<file path="src/rtl/instr_fetch_if.sv">
// ============================================================================
// Module      : instr_fetch_if
// Description : Bundle of the fetch sequencer's control, ROM, LUT and status
//               signals. The master side is the fetch unit; the slave side is
//               the surrounding top level (ROM, decoder, LUT, testbench).
// Revision    : 1.0 - initial release
// ============================================================================
`default_nettype none

interface instr_fetch_if #(
  parameter int PC_W = 10,
  parameter int IW   = 9
);
  logic            start;
  logic [PC_W-1:0] start_addr;
  logic            stall;
  logic            branch;
  logic [3:0]      lut_idx;
  logic [PC_W-1:0] lut_target;
  logic [PC_W-1:0] rom_addr;
  logic            rom_en;
  logic [IW-1:0]   rom_data;
  logic [IW-1:0]   instr;
  logic            instr_valid;
  logic [PC_W-1:0] pc;
  logic            done;
  logic [15:0]     retired;

  modport master (
    input  start, start_addr, stall, branch, lut_target, rom_data,
    output lut_idx, rom_addr, rom_en, instr, instr_valid, pc, done, retired
  );

  modport slave (
    output start, start_addr, stall, branch, lut_target, rom_data,
    input  lut_idx, rom_addr, rom_en, instr, instr_valid, pc, done, retired
  );
endinterface

`default_nettype wire

</file>
<file path="src/rtl/instr_fetch.sv">
// ============================================================================
// Module      : instr_fetch
// Description : Instruction fetch sequencer. Drives the synchronous ROM,
//               presents fetched words to the decoder, redirects on taken
//               branches through the target LUT, detects HALT and counts
//               retired instructions.
// Revision    : 1.0 - initial release
// ============================================================================
`default_nettype none

module instr_fetch #(
  parameter int         PC_W    = 10,
  parameter int         IW      = 9,
  parameter logic [4:0] HALT_OP = 5'b11111
) (
  input  logic         clk,
  input  logic         reset_n,
  instr_fetch_if.master bus
);

  typedef enum logic [1:0] {
    S_IDLE = 2'd0,
    S_FILL = 2'd1,
    S_RUN  = 2'd2,
    S_DONE = 2'd3
  } state_t;

  localparam logic [PC_W-1:0] C_PC_ONE  = {{(PC_W-1){1'b0}}, 1'b1};
  localparam logic [15:0]     C_RET_MAX = 16'hFFFF;

  state_t          state_q, state_d;
  logic [PC_W-1:0] fpc_q, fpc_d;
  logic [PC_W-1:0] pc_q, pc_d;
  logic            valid_q, valid_d;
  logic            done_q, done_d;
  logic [15:0]     retired_q, retired_d;

  logic            w_accept;
  logic            w_is_halt;
  logic [15:0]     w_ret_inc;

  // The ROM output is the current instruction; holding rom_en low during a
  // stall keeps it stable, so no separate instruction register is needed.
  assign bus.instr       = bus.rom_data;
  assign bus.lut_idx     = bus.rom_data[3:0];
  assign bus.rom_addr    = fpc_q;
  assign bus.rom_en      = ~bus.stall;
  assign bus.instr_valid = valid_q;
  assign bus.pc          = pc_q;
  assign bus.done        = done_q;
  assign bus.retired     = retired_q;

  assign w_accept  = (state_q == S_RUN) && valid_q && !bus.stall;
  assign w_is_halt = (bus.rom_data[IW-1:IW-5] == HALT_OP);
  assign w_ret_inc = (retired_q == C_RET_MAX) ? retired_q : retired_q + 16'd1;

  // State register; reset aborts any fetch in flight.
  always_ff @(posedge clk) begin
    if (!reset_n) begin
      state_q   <= S_IDLE;
      fpc_q     <= '0;
      pc_q      <= '0;
      valid_q   <= 1'b0;
      done_q    <= 1'b0;
      retired_q <= 16'd0;
    end else begin
      state_q   <= state_d;
      fpc_q     <= fpc_d;
      pc_q      <= pc_d;
      valid_q   <= valid_d;
      done_q    <= done_d;
      retired_q <= retired_d;
    end
  end

  // Next-state logic; a stall freezes every register in every state.
  always_comb begin
    state_d   = state_q;
    fpc_d     = fpc_q;
    pc_d      = pc_q;
    valid_d   = valid_q;
    done_d    = done_q;
    retired_d = retired_q;

    if (!bus.stall) begin
      unique case (state_q)
        S_IDLE, S_DONE: begin
          valid_d = 1'b0;
          done_d  = (state_q == S_DONE);
          if (bus.start) begin
            fpc_d     = bus.start_addr;
            retired_d = 16'd0;
            done_d    = 1'b0;
            state_d   = S_FILL;
          end
        end
        S_FILL: begin
          pc_d    = fpc_q;
          fpc_d   = fpc_q + C_PC_ONE;
          valid_d = 1'b1;
          state_d = S_RUN;
        end
        S_RUN: begin
          if (w_accept) begin
            retired_d = w_ret_inc;
            if (w_is_halt) begin
              valid_d = 1'b0;
              done_d  = 1'b1;
              state_d = S_DONE;
            end else if (bus.branch) begin
              // The word arriving next cycle is wrong-path; FILL discards it.
              fpc_d   = bus.lut_target;
              valid_d = 1'b0;
              state_d = S_FILL;
            end else begin
              pc_d  = fpc_q;
              fpc_d = fpc_q + C_PC_ONE;
            end
          end
        end
        default: state_d = S_IDLE;
      endcase
    end
  end

endmodule

`default_nettype wire
</file>
<file path="src/flat_wrapper.sv">
// flat-port wrapper written by rule: the top's interface ports become plain ports
module instr_fetch_flat 
#(
  parameter int         PC_W    = 10,
  parameter int         IW      = 9,
  parameter logic [4:0] HALT_OP = 5'b11111
)
  (clk, reset_n, bus_start, bus_start_addr, bus_stall, bus_branch, bus_lut_target, bus_rom_data, bus_lut_idx, bus_rom_addr, bus_rom_en, bus_instr, bus_instr_valid, bus_pc, bus_done, bus_retired);
  instr_fetch_if #(.PC_W(PC_W), .IW(IW)) bus_i ();
  input  logic clk;
  input  logic reset_n;
  input wire logic [$bits(bus_i.start)-1:0] bus_start;
  input wire logic [$bits(bus_i.start_addr)-1:0] bus_start_addr;
  input wire logic [$bits(bus_i.stall)-1:0] bus_stall;
  input wire logic [$bits(bus_i.branch)-1:0] bus_branch;
  input wire logic [$bits(bus_i.lut_target)-1:0] bus_lut_target;
  input wire logic [$bits(bus_i.rom_data)-1:0] bus_rom_data;
  output wire logic [$bits(bus_i.lut_idx)-1:0] bus_lut_idx;
  output wire logic [$bits(bus_i.rom_addr)-1:0] bus_rom_addr;
  output wire logic [$bits(bus_i.rom_en)-1:0] bus_rom_en;
  output wire logic [$bits(bus_i.instr)-1:0] bus_instr;
  output wire logic [$bits(bus_i.instr_valid)-1:0] bus_instr_valid;
  output wire logic [$bits(bus_i.pc)-1:0] bus_pc;
  output wire logic [$bits(bus_i.done)-1:0] bus_done;
  output wire logic [$bits(bus_i.retired)-1:0] bus_retired;
  assign bus_i.start = bus_start;
  assign bus_i.start_addr = bus_start_addr;
  assign bus_i.stall = bus_stall;
  assign bus_i.branch = bus_branch;
  assign bus_i.lut_target = bus_lut_target;
  assign bus_i.rom_data = bus_rom_data;
  assign bus_lut_idx = bus_i.lut_idx;
  assign bus_rom_addr = bus_i.rom_addr;
  assign bus_rom_en = bus_i.rom_en;
  assign bus_instr = bus_i.instr;
  assign bus_instr_valid = bus_i.instr_valid;
  assign bus_pc = bus_i.pc;
  assign bus_done = bus_i.done;
  assign bus_retired = bus_i.retired;
  instr_fetch #(.PC_W(PC_W), .IW(IW), .HALT_OP(HALT_OP)) u_core (.clk(clk), .reset_n(reset_n), .bus(bus_i));
endmodule
</file>
<file path="config.mk">
export PLATFORM = sky130hd
export DESIGN_NAME = instr_fetch_flat
export DESIGN_NICKNAME = d
export VERILOG_FILES = /design/src/rtl/instr_fetch_if.sv /design/src/rtl/instr_fetch.sv /design/src/flat_wrapper.sv
export SDC_FILE = /design/constraint.sdc
export NUM_CORES = 1
export LEC_CHECK = 0
export CAP_MARGIN = 20
export CORE_MARGIN = 2
export CORE_UTILIZATION = 46
export DETAILED_ROUTE_END_ITERATION = 7
export DONT_BUFFER_PORTS = 1
export GPL_TIMING_DRIVEN = 0
export PLACE_DENSITY = 0.71
export SLEW_MARGIN = 20
export SYNTH_ARGS = -nofsm -noshare
export SYNTH_HDL_FRONTEND = slang
export SYNTH_SLANG_ARGS = --single-unit
</file>
<file path="constraint.sdc">
create_clock -name clk -period 2.9 [get_ports clk]
set_input_delay 0.145 -clock clk [delete_from_list [all_inputs] [get_ports clk]]
set_output_delay 0.145 -clock clk [all_outputs]
set_load 0.02 [all_outputs]
</file>
* Yosys cells after proc, flatten, opt, wreduce, memory -nomap -nowiden
Cells that the tools add are included.
** Storage, ports and cells
- Register bits :: 40
- Input port bits :: 34
- Output and inout port bits :: 52
** Operators by class
- $add $sub $neg :: 2
- Equal/unequal tests :: 12
- Multiplexer cells :: 26
- Bitwise gates (word level) :: 1
- Reductions and logical operators :: 13
** Operators by type and width (number)
- 10-bit 2-to-1 mux :: 7
- 16-bit 2-to-1 mux :: 3
- 16-bit one-hot mux with 2 select lines :: 1
- 10-bit one-hot mux with 3 select lines :: 1
- 10-bit one-hot mux with 2 select lines :: 1
- 16-bit by 1-bit adder with 16-bit output (second input constant) :: 1
- 16-bit equality test (second input constant) :: 1
- 4-bit AND reduction :: 3
- 10-bit by 1-bit adder with 10-bit output (second input constant) :: 1
- 5-bit AND reduction :: 2
- 2-bit 2-to-1 mux :: 4
- 2-bit inequality test (second input constant) :: 4
- 1-bit 2-to-1 mux :: 6
- 2-bit one-hot mux with 3 select lines :: 1
- 5-bit equality test (second input constant) :: 1
- 2-bit equality test (second input constant) :: 2
- 2-bit by 1-bit inequality test with 1-bit output (second input constant) :: 2
- 2-bit nonzero test :: 2
- 3-bit by 2-bit inequality test with 1-bit output (second input constant) :: 1
- 1-bit one-hot mux with 3 select lines :: 1
- 3-bit AND reduction :: 1
- 2-bit by 1-bit equality test with 1-bit output (second input constant) :: 1
- 1-bit logical AND :: 2
- 2-bit zero test :: 1
- other kinds (4) :: 4

* Longest topological paths before layout
- Depth in word-level cells :: 5
- Depth in mapped cells :: 9

* Worst setup path after synthesis
OpenSTA, ideal clock, no wires.
- Path kind :: flip-flop to flip-flop
- Start point :: register u_core.state_q[0]
- End point :: register u_core.retired_q[9], in the netlist u_core.bus.retired[9]
- Library setup time :: 0.060 ns
- Arrival :: 2.035 ns
- Required time :: 2.840 ns
- Slack :: 0.805 ns
- Stages on the path, launching flop included :: 9
- Buffers on the path :: 1
- Clock period less this slack :: 2.095 ns
- Path through :: dfxtp_1 > inv_1 > ha_1 > nor2b_2 > nor3_2 > buf_4 > nand3_1 > or4_2 > nand2_1
** Between the ends
- Cells in the longest elaborated chain, start to end :: 5
- Elaborated cells on any way between the ends :: 12
** RTL lines
- start, declared :: RTL line instr_fetch.sv:31 : state_t state_q, state_d;
- start signal, assigned :: RTL line instr_fetch.sv:67 : state_q <= state_d;
- 2-bit equality test :: RTL line instr_fetch.sv:53, instr_fetch.sv:86
- 1-bit logical AND (2 in series) :: RTL line instr_fetch.sv:53 : assign w_accept = (state_q == S_RUN) && valid_q && !bus.stall;
- 2-bit by 1-bit inequality test with 1-bit output (no line)
- 5-bit AND reduction (no line)
- end signal, assigned :: RTL line instr_fetch.sv:72 : retired_q <= retired_d;
- end, declared :: RTL line instr_fetch.sv:36 : logic [15:0] retired_q, retired_d;
Several ways; a longest one is shown, not always the timed one.
A chain may end at the register's enable or synchronous reset.

* Worst setup path after layout
- Start point :: register u_core.state_q[0]
- End point :: register u_core.retired_q[15], in the netlist u_core.bus.retired[15]
The elaborated chain is that of the path after synthesis.

==> results.sh <==
export IMPL_clockBufferDepth=2
export IMPL_grtUsageMet1=0.2344
export IMPL_crit_slowest_cell="o41ai_1"
export IMPL_min_period_over_period=0.8712
export IMPL_period_minus_slack_ns=2.527
export IMPL_vias=2175
export IMPL_post_cts_resize_count=0
export IMPL_initial_core_util=0.4740
export IMPL_dpl_cell_area_sq_um=2509
export IMPL_grt_use_total=0.1997
export IMPL_fp_dieArea_sq_um=5859
export IMPL_viasPerCell=5.910
export IMPL_grt_util_met3=0.06517
export IMPL_grt_antenna_before_repair=0
export IMPL_nets=337
export IMPL_cp_startpoint="u_core.state_q[0]$_SDFFE_PN0P_"
export IMPL_synth_async_reset_ratio=0
export IMPL_required_ns=3.09
export IMPL_globalplace_congestion=0.8702
export IMPL_grt_max_degree=14
export IMPL_clk_pin_slew_ns=0.09
export IMPL_synth_avg_cell_area_sq_um=8.349
export IMPL_arrival_ns=2.72
export IMPL_cp_start_kind="flip-flop"
export IMPL_post_cts_buffers=0
export IMPL_path_common_cell="inv_1"
export IMPL_finalSetupViolCount=0
export IMPL_postLayoutCoreUtil=0.5100
export IMPL_port_buffers=0
export IMPL_fin_worst_skew_ns=0.009111
export IMPL_die_h_microns=76.55
export IMPL_drt_iter0_markers=125
export IMPL_syn_cell_area_sq_um=2421
export IMPL_powerDensity_nw_per_um2=462.6
export IMPL_numCtsBuffers=5
export IMPL_max_cap_viol_count=0
export IMPL_fp_coreArea_sq_um=5107
export IMPL_pin_count=86
export IMPL_drv_slew=0
export IMPL_tightest_slew_ns=0.6763
export IMPL_end_kind="flip-flop"
export IMPL_clkSinkCount=40
export IMPL_ys_ff_latch=40
export IMPL_hpwl_microns=4370
export IMPL_stdcell_area_sq_um=2605
export IMPL_grt_busiest_layer="met2"
export IMPL_fin_ws_ns=0.3735
export IMPL_path_cells="inv_1, ha_1, inv_1, o41ai_1, clkbuf_1, nor2_1, nand4_1, o21ai_0"
export IMPL_path_class="reg2reg"
export IMPL_dr_pass1_iters=4
export IMPL_final_antenna_net_count=0
export IMPL_yosys_warnings=0
export IMPL_ir_drop_mv=0.2043
export IMPL_routed_wl_microns=5914
export IMPL_r2r_start="u_core.state_q[0]$_SDFFE_PN0P_"
export IMPL_hp_class="in2reg"
export IMPL_grt_pass1_wl_microns=9556
export IMPL_final_common_cell="dfxtp_1"
export IMPL_drive_above_1_share=0.1376
export IMPL_synthCells=290
export IMPL_drc=0
export IMPL_ctsHoldBuffers=0
export IMPL_cts_root_buf="clkbuf_8"
export IMPL_die_w_microns=76.55
export IMPL_outcome="completed"
export IMPL_synth_cell_types=51
export IMPL_final_hold_viol_count=0
export IMPL_syn_num_nets=330
export IMPL_dp_worst_setup_slack_ns=0.4217
export IMPL_h_tree_depth=2
export IMPL_wl_per_cell_microns=16.07
export IMPL_cp_top_family="compound AO/OA/AOI/OAI gates"
export IMPL_grt_pass1_vias=2075
export IMPL_cp_slowest_stage_delay_ns=0.67
export IMPL_cts_tree="done"
export IMPL_max_slew_margin=0.5433
export IMPL_synth_edf_count=0
export IMPL_ys_seq_area_frac=0.3307
export IMPL_cp_max_fo=10
export IMPL_gr_total_overflow=0
export IMPL_diodes=0
export IMPL_grt_setup_unrepaired="false"
export IMPL_synth_main_ff_cell="dfxtp_1"
export IMPL_layout_common_cells="dfxtp_1, nand2_1, nand3_1"
export IMPL_use_met2=0.3363
export IMPL_power_leakage_nw=0.9173
export IMPL_clock_latency_ns=0.30
export IMPL_min_from="bus_start_addr[2]"
export IMPL_path_buf_inv=3
export IMPL_area_growth_pct=7.597
export IMPL_placementRows=26
export IMPL_fin_setup_tns_ns=0
export IMPL_fmax_mhz=395.8
[final timing paths]
path,end,slack [ns],cells past startpoint
setup / recovery,u_core.bus.retired[15]$_SDFFE_PN0P_,0.37,8
setup reg to reg,u_core.bus.retired[15]$_SDFFE_PN0P_,0.37,8
hold / removal,u_core.bus.rom_addr[2]$_SDFFE_PN0P_,0.04,2
hold reg to reg,u_core.state_q[1]$_SDFFE_PN0P_,0.53,2
[metal layers]
layer / part of all wire / wire length, microns
met1: 0.42 / 2461
met2: 0.48 / 2840
met3: 0.080 / 473
met4: 0.023 / 138
met5: 0 / 0
[Yosys cell counts (all sizes together) (6+ instances only)]
| cell type | count | area [sq um] |
|---|---|---|
| dfxtp | 40 | 800.8 |
| nand3 | 22 | 110.1 |
| nand2b | 7 | 43.79 |
| buf | 18 | 130.1 |
| o21ai | 14 | 85.08 |
| o211ai | 10 | 75.07 |
| nand4 | 9 | 71.32 |
| ha | 6 | 75.07 |
| nand2 | 24 | 90.09 |
| clkbuf | 12 | 45.04 |
| nor3 | 7 | 45.04 |
| mux2i | 13 | 130.1 |
| nor2 | 14 | 52.55 |
| nor2b | 13 | 83.83 |
| inv | 8 | 30.03 |
| a21oi | 9 | 45.04 |
[through the flow]
step / hold WS, ns / cells / total power (W)
final: 0.03771 / 368 / 0.001205
after global routing: 0.05853 / 368 / 0.001254
after CTS: 0.03420 / 368 / 0.001211
after detailed placement: 0.3581 / 360 / 0.0008086
after global placement: 0.3471 / 360 / 0.0008058
after floorplan: 0.3404 / 290 / 0.0007687
[area by class of cell]
type / instances / area, sq um
fill: 499 / 2502
multi-input combinational: 212 / 1415
sequential: 40 / 800.8
buffer: 30 / 175.2
tap: 70 / 87.58
clock buffer: 6 / 82.58
inverter: 8 / 30.03
clock inverter: 2 / 13.76
[state kept, by name, indices dropped and copies added (netlist names)]
register / flops
u_core.bus.done: 1
u_core.bus.instr_valid: 1
u_core.bus.pc: 10
u_core.bus.retired: 16
u_core.bus.rom_addr: 10
u_core.state_q: 2
[where the power goes]
group,internal (W),switching (W)
Sequential,0.000567,0.0000462
Combinational,0.0000737,0.000112
Clock,0.000195,0.000212
Total,0.000835,0.000370
[logic make-up after synthesis]
kind of cell	share of synthesized area
AND/OR/NAND/NOR	0.2765
AO/OA/AOI/OAI	0.1907
flip-flops	0.3308
buffers and inverters	0.08476
multiplexers	0.05374
XOR/XNOR	0.03256
adder cells (fa/ha/maj)	0.03101
(Power assumes the default switching activity.)
